**config.mk**
```make
export PLATFORM = sky130hd
export DESIGN_NAME = vid_timing_gen
export DESIGN_NICKNAME = d
export VERILOG_FILES = /design/src/rtl/vid_timing_gen.sv
export SDC_FILE = /design/constraint.sdc
export NUM_CORES = 1
export LEC_CHECK = 0
export ABC_AREA = 1
export BUFFER_PORTS_ARGS = -buffer_cell sky130_fd_sc_hd__buf_2
export CAP_MARGIN = 40
export CORE_ASPECT_RATIO = 1.1
export CORE_MARGIN = 2
export CORE_UTILIZATION = 32
export DETAILED_ROUTE_END_ITERATION = 7
export GPL_ROUTABILITY_DRIVEN = 0
export PLACE_DENSITY_LB_ADDON = 0.1
export RECOVER_POWER = 50
export REMOVE_ABC_BUFFERS = 1
export SYNTH_ARGS = -nofsm -noshare
export SYNTH_HDL_FRONTEND = slang
export SYNTH_SLANG_ARGS = --single-unit
```
**constraint.sdc**
```tcl
create_clock -name vid_clk -period 3.06 [get_ports vid_clk]
set_input_delay 0.306 -clock vid_clk [delete_from_list [all_inputs] [get_ports vid_clk]]
set_output_delay 0.306 -clock vid_clk [all_outputs]
set_load 0.1 [all_outputs]
```
**src/rtl/vid_timing_gen.sv**
```systemverilog
// Video timing and test-pattern generator: blanking-first h/v timing, programmable
// sync polarity, five selectable patterns, all outputs registered one cycle after the counters.
module vid_timing_gen #(
    parameter int H_FRONT   = 16,
    parameter int H_SYNC    = 96,
    parameter int H_BACK    = 48,
    parameter int H_ACTIVE  = 640,
    parameter int V_FRONT   = 10,
    parameter int V_SYNC    = 2,
    parameter int V_BACK    = 33,
    parameter int V_ACTIVE  = 480,
    parameter int HSYNC_POL = 1,
    parameter int VSYNC_POL = 1,
    parameter int COMP_W    = 12,
    parameter int CNT_W     = 12,
    parameter int CHK_LOG2  = 5
) (
    input  logic                vid_clk,
    input  logic                vid_reset_n,
    input  logic                enable,
    input  logic [2:0]          pattern_sel,
    output logic                de,
    output logic                hsync,
    output logic                vsync,
    output logic [3*COMP_W-1:0] d,
    output logic                frame_start,
    output logic [CNT_W-1:0]    col,
    output logic [CNT_W-1:0]    line
);

    localparam int H_BLANK = H_FRONT + H_SYNC + H_BACK;
    localparam int H_TOTAL = H_BLANK + H_ACTIVE;
    localparam int V_BLANK = V_FRONT + V_SYNC + V_BACK;
    localparam int V_TOTAL = V_BLANK + V_ACTIVE;
    localparam int BAR_W   = H_ACTIVE / 8;

    localparam logic [CNT_W-1:0] ONE_C      = CNT_W'(1);
    localparam logic [CNT_W-1:0] H_BLANK_C  = CNT_W'(H_BLANK);
    localparam logic [CNT_W-1:0] H_LAST_C   = CNT_W'(H_TOTAL - 1);
    localparam logic [CNT_W-1:0] V_BLANK_C  = CNT_W'(V_BLANK);
    localparam logic [CNT_W-1:0] V_LAST_C   = CNT_W'(V_TOTAL - 1);
    localparam logic [CNT_W-1:0] OFS_LAST_C = CNT_W'(V_ACTIVE - 1);
    localparam logic [CNT_W-1:0] HS_BEG_C   = CNT_W'(H_FRONT);
    localparam logic [CNT_W-1:0] HS_END_C   = CNT_W'(H_FRONT + H_SYNC);
    localparam logic [CNT_W-1:0] VS_BEG_C   = CNT_W'(V_FRONT);
    localparam logic [CNT_W-1:0] VS_END_C   = CNT_W'(V_FRONT + V_SYNC);
    localparam logic [CNT_W-1:0] BAR_LAST_C = CNT_W'(BAR_W - 1);
    localparam logic             HPOL       = (HSYNC_POL != 0);
    localparam logic             VPOL       = (VSYNC_POL != 0);
    localparam logic [COMP_W-1:0] ONES      = {COMP_W{1'b1}};

    function automatic logic [COMP_W-1:0] shl3(input logic [CNT_W-1:0] v);
        return COMP_W'({v, 3'b000});
    endfunction

    logic [CNT_W-1:0] col_q, col_d, line_q, line_d, ofs_q, ofs_d;
    logic [CNT_W-1:0] bar_cnt_q, bar_cnt_d;
    logic [2:0]       bar_idx_q, bar_idx_d, pat_q, pat_d, pat_eff;
    logic             origin, active, in_hs, in_vs;
    logic [CNT_W-1:0] x, y;
    logic [3*COMP_W-1:0] pix;

    logic                de_q, de_d, hs_q, hs_d, vs_q, vs_d, fs_q, fs_d;
    logic [3*COMP_W-1:0] pix_q, pix_d;
    logic [CNT_W-1:0]    col_out_q, col_out_d, line_out_q, line_out_d;

    assign origin = (col_q == '0) && (line_q == '0);
    assign active = (line_q >= V_BLANK_C) && (col_q >= H_BLANK_C);
    assign in_hs  = (col_q >= HS_BEG_C) && (col_q < HS_END_C);
    assign in_vs  = (line_q >= VS_BEG_C) && (line_q < VS_END_C);
    assign x      = col_q - H_BLANK_C;
    assign y      = line_q - V_BLANK_C;

    // Counter next-state; the bar counter only runs between the first and last active column
    always_comb begin
        col_d     = col_q;
        line_d    = line_q;
        ofs_d     = ofs_q;
        pat_d     = pat_q;
        bar_cnt_d = '0;
        bar_idx_d = '0;
        if (!enable) begin
            col_d  = '0;
            line_d = '0;
        end else begin
            if (origin) pat_d = pattern_sel;
            if (col_q == H_LAST_C) begin
                col_d = '0;
                if (line_q == V_LAST_C) begin
                    line_d = '0;
                    ofs_d  = (ofs_q == OFS_LAST_C) ? '0 : ofs_q + ONE_C;
                end else begin
                    line_d = line_q + ONE_C;
                end
            end else begin
                col_d = col_q + ONE_C;
            end
            if ((col_q >= H_BLANK_C) && (col_q != H_LAST_C)) begin
                if (bar_cnt_q == BAR_LAST_C) begin
                    bar_cnt_d = '0;
                    bar_idx_d = bar_idx_q + 3'd1;
                end else begin
                    bar_cnt_d = bar_cnt_q + ONE_C;
                    bar_idx_d = bar_idx_q;
                end
            end
        end
    end

    // At frame origin the freshly sampled selection applies to the origin cycle too
    assign pat_eff = origin ? pattern_sel : pat_q;

    always_comb begin
        pix = '0;
        case (pat_eff)
            3'd1: pix = {{COMP_W{~bar_idx_q[1]}}, {COMP_W{~bar_idx_q[2]}}, {COMP_W{~bar_idx_q[0]}}};
            3'd2: pix = {shl3(y), ONES, shl3(x)};
            3'd3: pix = (y < ofs_q) ? {ONES, shl3(y), shl3(x)} : {shl3(y), ONES, shl3(x)};
            3'd4: pix = (x[CHK_LOG2] ^ y[CHK_LOG2]) ? {3{ONES}} : '0;
            default: pix = '0;
        endcase
    end

    always_comb begin
        de_d       = 1'b0;
        hs_d       = ~HPOL;
        vs_d       = ~VPOL;
        pix_d      = '0;
        fs_d       = 1'b0;
        col_out_d  = '0;
        line_out_d = '0;
        if (enable) begin
            de_d       = active;
            hs_d       = in_hs ? HPOL : ~HPOL;
            vs_d       = in_vs ? VPOL : ~VPOL;
            pix_d      = active ? pix : '0;
            fs_d       = origin;
            col_out_d  = col_q;
            line_out_d = line_q;
        end
    end

    always_ff @(posedge vid_clk or negedge vid_reset_n) begin
        if (!vid_reset_n) begin
            col_q      <= '0;
            line_q     <= '0;
            ofs_q      <= '0;
            pat_q      <= '0;
            bar_cnt_q  <= '0;
            bar_idx_q  <= '0;
            de_q       <= 1'b0;
            hs_q       <= ~HPOL;
            vs_q       <= ~VPOL;
            pix_q      <= '0;
            fs_q       <= 1'b0;
            col_out_q  <= '0;
            line_out_q <= '0;
        end else begin
            col_q      <= col_d;
            line_q     <= line_d;
            ofs_q      <= ofs_d;
            pat_q      <= pat_d;
            bar_cnt_q  <= bar_cnt_d;
            bar_idx_q  <= bar_idx_d;
            de_q       <= de_d;
            hs_q       <= hs_d;
            vs_q       <= vs_d;
            pix_q      <= pix_d;
            fs_q       <= fs_d;
            col_out_q  <= col_out_d;
            line_out_q <= line_out_d;
        end
    end

    assign de          = de_q;
    assign hsync       = hs_q;
    assign vsync       = vs_q;
    assign d           = pix_q;
    assign frame_start = fs_q;
    assign col         = col_out_q;
    assign line        = line_out_q;

endmodule

```
Yosys cells after proc, flatten, opt, wreduce, memory -nomap -nowiden

Cells that the tools add are included.

Flip-flop bits (word level): 118
Latch bits: 0
Memory bits (writable): 0
Memory bits (read-only): 0
Output and inout bits: 64
Memories: 0

$add $sub $neg: 7
Multipliers: 0
Divide/modulo/power cells: 0
Order comparisons: 7
Eq/ne operators: 11
Shift operators: 0
Multiplexer cells: 26
Bitwise gates (word level): 4
Reductions and logical operators: 8

Operators by type and width:

| kind                                                     | count |
|---|---|
| two-way mux 36 bit                                       | 4 |
| case mux 36 bit (4 select lines)                         | 1 |
| two-way mux 12 bit                                       | 11 |
| adder 12 x 1 -> 12 bit (second input constant)           | 4 |
| == test 12 x 10 -> 1 bit (second input constant)         | 2 |
| logical NOT 12 bit                                       | 2 |
| == test 12 x 7 -> 1 bit (second input constant)          | 1 |
| == test 12 x 9 -> 1 bit (second input constant)          | 1 |
| >= comparator 12 x 4 -> 1 bit (second input constant)    | 1 |
| >= comparator 12 x 5 -> 1 bit (second input constant)    | 1 |
| >= comparator 12 x 6 -> 1 bit (second input constant)    | 1 |
| >= comparator 12 x 8 -> 1 bit (second input constant)    | 1 |
| < comparator 12 bit                                      | 1 |
| < comparator 12 x 4 -> 1 bit (second input constant)     | 1 |
| < comparator 12 x 7 -> 1 bit (second input constant)     | 1 |
| two-way mux 3 bit                                        | 4 |
| inequality test 12 x 10 -> 1 bit (second input constant) | 1 |
| subtractor 12 x 6 -> 12 bit (second input constant)      | 1 |
| subtractor 9 x 8 -> 9 bit (second input constant)        | 1 |
| == test 3 x 2 -> 1 bit (second input constant)           | 2 |
| two-way mux 1 bit                                        | 6 |
| logical AND 1 bit                                        | 5 |
| adder 3 x 1 -> 3 bit (second input constant)             | 1 |
| == test 3 x 1 -> 1 bit (second input constant)           | 1 |
| 6 further kinds                                          | 8 |

Depth between registers and ports, before layout

Gate-level depths: netlist (run 1).

Word-level depth: 7
Gate-level depth with buffers: 23

Worst setup path after synthesis (run 1)

Ideal clock, no wire load.

Path kind: register to register
Start: register line_q[0]
End: register pix_q[27] (netlist: d[27])
Setup time: 119 ps
Arrival time: 2667 ps
Data required time: 2941 ps
Path slack: 274 ps
Stages on the path, launching flop included: 20
Path buffers: 0
Clock period less this slack: 2786 ps
Cell sequence: dfrtp_1 > inv_1 > ha_1 > inv_1 > nand3_1 > nand2_1 > nand2_1 > nand2_1 > nor3_1 > xor2_1 > ha_1 > nand2_1 > nor2_1 > nand2_1 > a21oi_1 > nor2_1 > nand4_1 > nand2_1 > nor2_1 > nor2_4

Word-level cells in the longest chain between the ends: 7
Elaborated cells between the ends (all ways): 17

Ends and longest elaborated chain:

| what                                                                | RTL line | RTL |
|---|---|---|
| start, declared                                                     | 56       | `logic [CNT_W-1:0] col_q, col_d, line_q, line_d, ofs_q, ofs_d;` |
| start signal, assigned                                              | 160      | `line_q <= line_d;` |
| branches (longest 5 deep; another with subtractor 12 x 6 -> 12 bit) | n/a      |  |
| two-way mux 36 bit *                                                | 136      | `pix_d = active ? pix : '0;` |
| two-way mux 36 bit *                                                | 132      | `if (enable) begin` |
| named net pix_d[27]                                                 | 64       | `logic [3*COMP_W-1:0] pix_q, pix_d;` |
| end signal, assigned                                                | 168      | `pix_q <= pix_d;` |
| end, declared                                                       | 64       |  |

Mark *: on every way through the listed nets, which the timed path passes.
A chain may end at the register's enable or synchronous reset.

Worst setup path after layout (run 1)

Start: register line_q[1]
End: register pix_q[32] (netlist: d[32])

Same word-level chain as after synthesis.

==> results of run 1 <==
## flip-flops by register name, summed over array words and instances, names as in the netlist
| register | cells |
|---|---|
| bar_cnt_q | 12 |
| bar_idx_q | 3 |
| col | 12 |
| col_q | 12 |
| d | 30 |
| de | 1 |
| frame_start | 1 |
| hsync | 1 |
| line | 12 |
| line_q | 12 |
| ofs_q | 12 |
| pat_q | 3 |
| vsync | 1 |
## power breakdown
part           switching (mW)  leakage, nW  internal [mW]  total, mW
combinational           0.398         1.95          0.128      0.526
clock                   0.587        0.145          0.588       1.18
sequential             0.0158         1.53           1.50       1.52
## how the worst max path moves through the flow
stage | slack (ns) | end | depth (start not counted)
final | 0.29 | d[32] | 22
after global routing | 0.009 | d[35] | 22
after CTS | 0.04 | d[33] | 21
after detailed placement | 0.06 | d[33] | 21
after global placement | 0.15 | d[33] | 19
after floorplan | 0.24 | d[15] | 20
## logic make-up (layout without fill, tap and decap cells)
logic type / count (synthesis) / in the layout / share of synthesized area [%]
AND/OR/NAND/NOR: 401 / 401 / 32.1
flip-flops: 112 / 112 / 44.7
AO/OA/AOI/OAI: 63 / 63 / 5.63
buffers and inverters: 137 / 209 / 10.0
adder cells (fa/ha/maj): 23 / 23 / 4.59
XOR/XNOR: 21 / 21 / 2.93
## worst min-delay path: stages
cell and delay [ns]:
buf_2 0.11, nand2_1 0.05, o21ai_0 0.06
## through the flow
stage | instance area, um^2 | total power, mW
6_report | 7160 | 3.22
4_1_cts | 7140 | 3.26
3_5_place_dp | 6840 | 2.05
3_3_place_gp | 6840 | 2.04
2_1_floorplan | 6030 | 1.91
5_1_grt | 7160 | 3.40
## layer usage
| metal | vias to the layer above | share of wire (%) | GRT usage, % |
|---|---|---|---|
| met5 | - | 0 | 0 |
| met4 | 0 | 1.2 | 6.70 |
| met3 | 10 | 3.4 | 2.04 |
| met2 | 85 | 51 | 26.7 |
| li1 | 2544 | - | - |
| met1 | 2433 | 45 | 20.3 |
## cell type report
class                           count  area [um^2]
Clock buffer                       10          239
Tap cell                          247          309
Sequential cell                   112         2800
Inverter                          105          394
Clock inverter                      6         51.3
Timing Repair Buffer               88          469
Multi-Input combinational cell    508         2890
Fill cell                        1988        12000
## repair_timing
action                                 in CTS  in global routing
buffers inserted                            0                  1
endpoints found under the hold margin      43                  0
setup endpoints to repair                   0                 20
resized for setup                           0                 20
hold buffers                                1                  0
## cells in the final DEF, fill, tap and decap left out, drive strengths merged
| cell | Yosys | routed |
|---|---|---|
| o211ai | 1 | 1 |
| and3 | 2 | 2 |
| nor3 | 25 | 25 |
| o21ai | 24 | 24 |
| or2 | 1 | 1 |
| nand3 | 40 | 40 |
| dfrtp | 112 | 112 |
| xor2 | 17 | 17 |
| a31oi | 5 | 5 |
| dlygate4sd3 | 0 | 1 |
| clkbuf | 8 | 35 |
| o32ai | 2 | 2 |
| nand4 | 28 | 28 |
| a21boi | 1 | 1 |
| nor2 | 125 | 125 |
| o21a | 1 | 1 |
| and2 | 1 | 1 |
| o22ai | 8 | 8 |
| clkinv | 0 | 4 |
| nor3b | 3 | 3 |
| nor4 | 9 | 9 |
| o2111ai | 1 | 1 |
| ha | 23 | 23 |
| o31ai | 1 | 1 |
| buf | 24 | 62 |
| a21oi | 19 | 19 |
| xnor2 | 4 | 4 |
| nand2 | 167 | 167 |
| inv | 105 | 107 |
==> impl_metrics.ini, run 1 <==
[worst_setup_path]
critPathArrivalTime_ns = 3.07
cp.required_ns = 3.36
cp_top_family = simple AND/OR/NAND/NOR gates
setup.worst_path.end_class = register
crit_path_start_kind = register
path_buf_inv = 5
cp_common_cell = nand2_1
r2r-end = d[32]
reg2reg_depth = 22
startpoint = line_q[1]
critPathKind = register to register
max_stage_delay_ns = 0.38
reg2reg_from = line_q[1]
path_cells = inv_1, ha_2, inv_1, nand3_1, nand2_1, nand2_2, nand2_1, nor3_2, xor2_1, ha_1, nand2_1, inv_1, nand2_1, nand2_1, inv_1, nand2_1, nor2_2, nand4_1, buf_4, nand2_1, nor2_2, nor2_4
cp_slowest_cell = dfrtp_1
path_max_fanout = 10
rrSetupSlack_ns = 0.29

[finish]
utilization_pct = 37.3
area_growth_syn_to_layout_pct = 14.2
fin_nets = 853
drive_above_1_share_pct = 19.2
instances_no_fill = 1076
diodes = 0

[timing]
slew_headroom_pct = 22.0
fin_crit_sh_pct = 90.5
fmax_mhz = 361
fin_worst_skew_ns = 0.0160
tightest_slew_ns = 1.17
hold_viol = 0
finalSetupViolations = 0
post-route-min-period_ns = 2.77
rsz0062_at_grt = false
slew_violations = 0
fin_tns_setup_ns = 0
timing.hold.ws_ns = 0.204
setup_ws_ns = 0.290

[clock_tree]
cts.root.buffer_cell = clkbuf_16
cts_buffers = 9
clockBufferDepth = 2
cts_max_level = 3
insertion_delay_ns = 0.37
cts_tree = built
clock-sinks = 112
clk_pin_slew_ns = 0.07

[synth]
synth_common_cells = nand2_1 (155), dfrtp_1 (112), inv_1 (104)
synth_cell_type_count = 38
yosys.area.top_type = dfrtp_1
synthTopCellsByArea = dfrtp_1 (45%), nand2_1 (9.3%), inv_1 (6.2%)
synth_area_um2 = 6270
async_flop_share_pct = 100
synth_edf_count = 0
syn_inst = 757
yosys.area.top_type_share_pct = 44.7
synth_seq_area_share_pct = 44.7
ys.flop_type = dfrtp_1
synth.most_common_cell = nand2_1
synth_seq_cells = 112
syn_area_per_cell_um2 = 8.28
yosys_warnings = 0

[detailed_routing]
drtPass1Iterations = 5
wl_um = 15500
vias_per_cell = 4.71
drc = 0
wl_per_cell_um = 14.4
drtIter0Drc = 352
ant_nets = 0
vias = 5072

[power]
power_leakage_nw = 3.62
peakVddDrop_uv = 266
power_density_nw_per_um2 = 449

[floorplan]
row_count = 53
die_w_um = 137
initial_core_util_pct = 32.7
die_y_um = 151
core_um2 = 19200
die_area_um2 = 20700
io_pins = 70

[grt]
antenna_found_initial = 0
grt.overflow.total = 0
grt_pass1_wl_um = 25400
track_usage_pct = 15.8
grt_pass1_vias = 5076
grt_max_degree = 70

[worst_hold_path]
min-delay-start = pattern_sel[2]
hold_end = pat_q[2]
whs_path_depth = 3
hp-class = primary input to register

[place]
numPortBuffers = 69
hpwl_um = 11300
dp.cells = 1058
place_ws_ns = 0.0618

[status]
outcome = complete, no violations

[job]
cap_violations = 0
No activity file was read; power rests on OpenSTA's default activity.
==> inputs of run 2 (changes only) <==
--- a/config.mk
+++ b/config.mk
@@ -14,7 +14,7 @@
 export DETAILED_ROUTE_END_ITERATION = 7
 export GPL_ROUTABILITY_DRIVEN = 0
 export PLACE_DENSITY_LB_ADDON = 0.1
-export RECOVER_POWER = 50
+export RECOVER_POWER = 25
 export REMOVE_ABC_BUFFERS = 1
 export SYNTH_ARGS = -nofsm -noshare
 export SYNTH_HDL_FRONTEND = slang
==> run 2 against run 1 <==
Net effect: utilization up 0.13 points; clock skew about the same; sequential power about the same; register-to-register slack about the same; clock power about the same; routed wire length down 0.19%; largest power group unchanged.
==> impl_metrics.ini, run 2 (synthesized netlist as in run 1, its figures left out) <==
[status]
outcome = complete, no violations

[finish]
final_common_cell = nand2_1
area_growth_syn_to_layout_pct = 14.6
fin_nets = 853
largest_register_ffs = 30
fillers = 1987
drive_above_1_share_pct = 21.6
utilization_pct = 37.5
diodes = 0
final_cell_mix = nand2_1 (153), dfrtp_1 (112), inv_1 (104), nor2_1 (69), buf_2 (67)

[worst_setup_path]
cp_slowest_cell = dfrtp_1
reg2reg_depth = 22
setup.worst_path.end_class = register
critPathArrivalTime_ns = 3.07
crit_path_start_kind = register
cp.required_ns = 3.36
rrSetupSlack_ns = 0.29
path_cells = inv_1, ha_2, inv_1, nand3_1, nand2_1, nand2_2, nand2_1, nor3_2, xor2_1, ha_1, nand2_1, inv_1, nand2_1, nand2_1, inv_1, nand2_1, nor2_2, nand4_1, buf_4, nand2_1, nor2_2, nor2_4
critPathKind = register to register
max_stage_delay_ns = 0.38
r2r-end = d[32]
cp_common_cell = nand2_1
path_max_fanout = 10
reg2reg_from = line_q[0]

[timing]
finalSetupViolations = 0
setup_ws_ns = 0.289
tightest_slew_ns = 1.16
post-route-min-period_ns = 2.77
fin_crit_sh_pct = 90.6
fin_tns_setup_ns = 0
fin_worst_skew_ns = 0.0161
fmax_mhz = 361
slew_headroom_pct = 22.4
hold_viol = 0
slew_violations = 0
rsz0062_at_grt = false

[floorplan]
die_y_um = 151
die_w_um = 137
die_area_um2 = 20700
io_pins = 70
row_count = 53
initial_core_util_pct = 32.7
core_um2 = 19200

[clock_tree]
insertion_delay_ns = 0.37
cts_tree = built
cts_max_level = 3
clk_pin_slew_ns = 0.07
clockBufferDepth = 2
cts_buffers = 9
clock-sinks = 112
cts.root.buffer_cell = clkbuf_16

[detailed_routing]
drtPass1Iterations = 5
drc = 0
vias = 5069
wl_um = 15500
wl_per_cell_um = 14.4
drtIter0Drc = 352
vias_per_cell = 4.71
ant_nets = 0

[place]
place_ws_ns = 0.0618
hpwl_um = 11300
numPortBuffers = 69

[power]
power_leakage_nw = 3.71
power_density_nw_per_um2 = 448
power_mw = 3.22
peakVddDrop_uv = 266

[worst_hold_path]
hp-class = primary input to register
hold_end = pat_q[2]
min-delay-start = pattern_sel[2]
whs_path_depth = 3

[grt]
track_usage_pct = 15.8
grt.overflow.total = 0
antenna_found_initial = 0
grt_pass1_wl_um = 25400
grt_pass1_vias = 5076
grt_max_degree = 70

[job]
cap_violations = 0
[run 2: cell types whose count changed in the layout (fill, tap and decap cells not counted)]
cell | before | now
buf_2 | 47 | 67
clkbuf_1 | 23 | 3
[run 2: critical path: cells and delay by family, from the launching register on]
family / cells / cell delay, ns
flops: 1 / 0.38
simple gates: 14 / 1.28
buf+inv: 5 / 0.43
fa+ha+maj: 2 / 0.43
xor+xnor: 1 / 0.17
[run 2: what timing repair did]
action / in CTS / in global routing
resized for setup: 0 / 20
setup buffers: 0 / 1
endpoints found under the setup margin: 0 / 20
hold endpoints to repair: 43 / 0
hold buffers: 1 / 0
[run 2: per-stage QoR]
stage | area [um^2] | hold WS, ns | cells
floorplan | 6030 | 0.0104 | 725
global placement | 6840 | 0.351 | 1058
detailed placement | 6840 | 0.364 | 1058
CTS | 7140 | 0.186 | 1075
global route | 7180 | 0.202 | 1076
finish | 7180 | 0.204 | 1076
[run 2: layout make-up]
cell class	count	area [um^2]	area share [%]
Multi-Input combinational cell	508	2890	40.3
Sequential cell	112	2800	39.0
Timing Repair Buffer	88	494	6.88
Inverter	105	394	5.49
Tap cell	247	309	4.30
Clock buffer	10	239	3.33
Clock inverter	6	51.3	0.714
[run 2: power by group]
| group | internal, mW | switching [mW] |
|---|---|---|
| combinational | 0.129 | 0.398 |
| clock | 0.588 | 0.588 |
| sequential | 1.50 | 0.0157 |
| total | 2.22 | 1.00 |
[run 2: worst max path at each step]
stage | start | to | depth (start not counted) | slack (ns)
floorplan | line_q[0] | d[15] | 20 | 0.24
global placement | line_q[3] | d[33] | 19 | 0.15
detailed placement | line_q[1] | d[33] | 21 | 0.06
CTS | line_q[1] | d[33] | 21 | 0.04
global route | line_q[1] | d[35] | 22 | 0.009
finish | line_q[0] | d[32] | 22 | 0.29
[run 2: metal layers]
metal  wire (um)  share of wire (%)  global-route usage, %  vias to the layer above
met3         527                3.4                   2.04                       10
li1            -                  -                      -                     2544
met2        7820                 51                   26.7                       82
met5           0                  0                      0                        -
met1        6940                 45                   20.3                     2433
met4         182                1.2                   6.70                        0
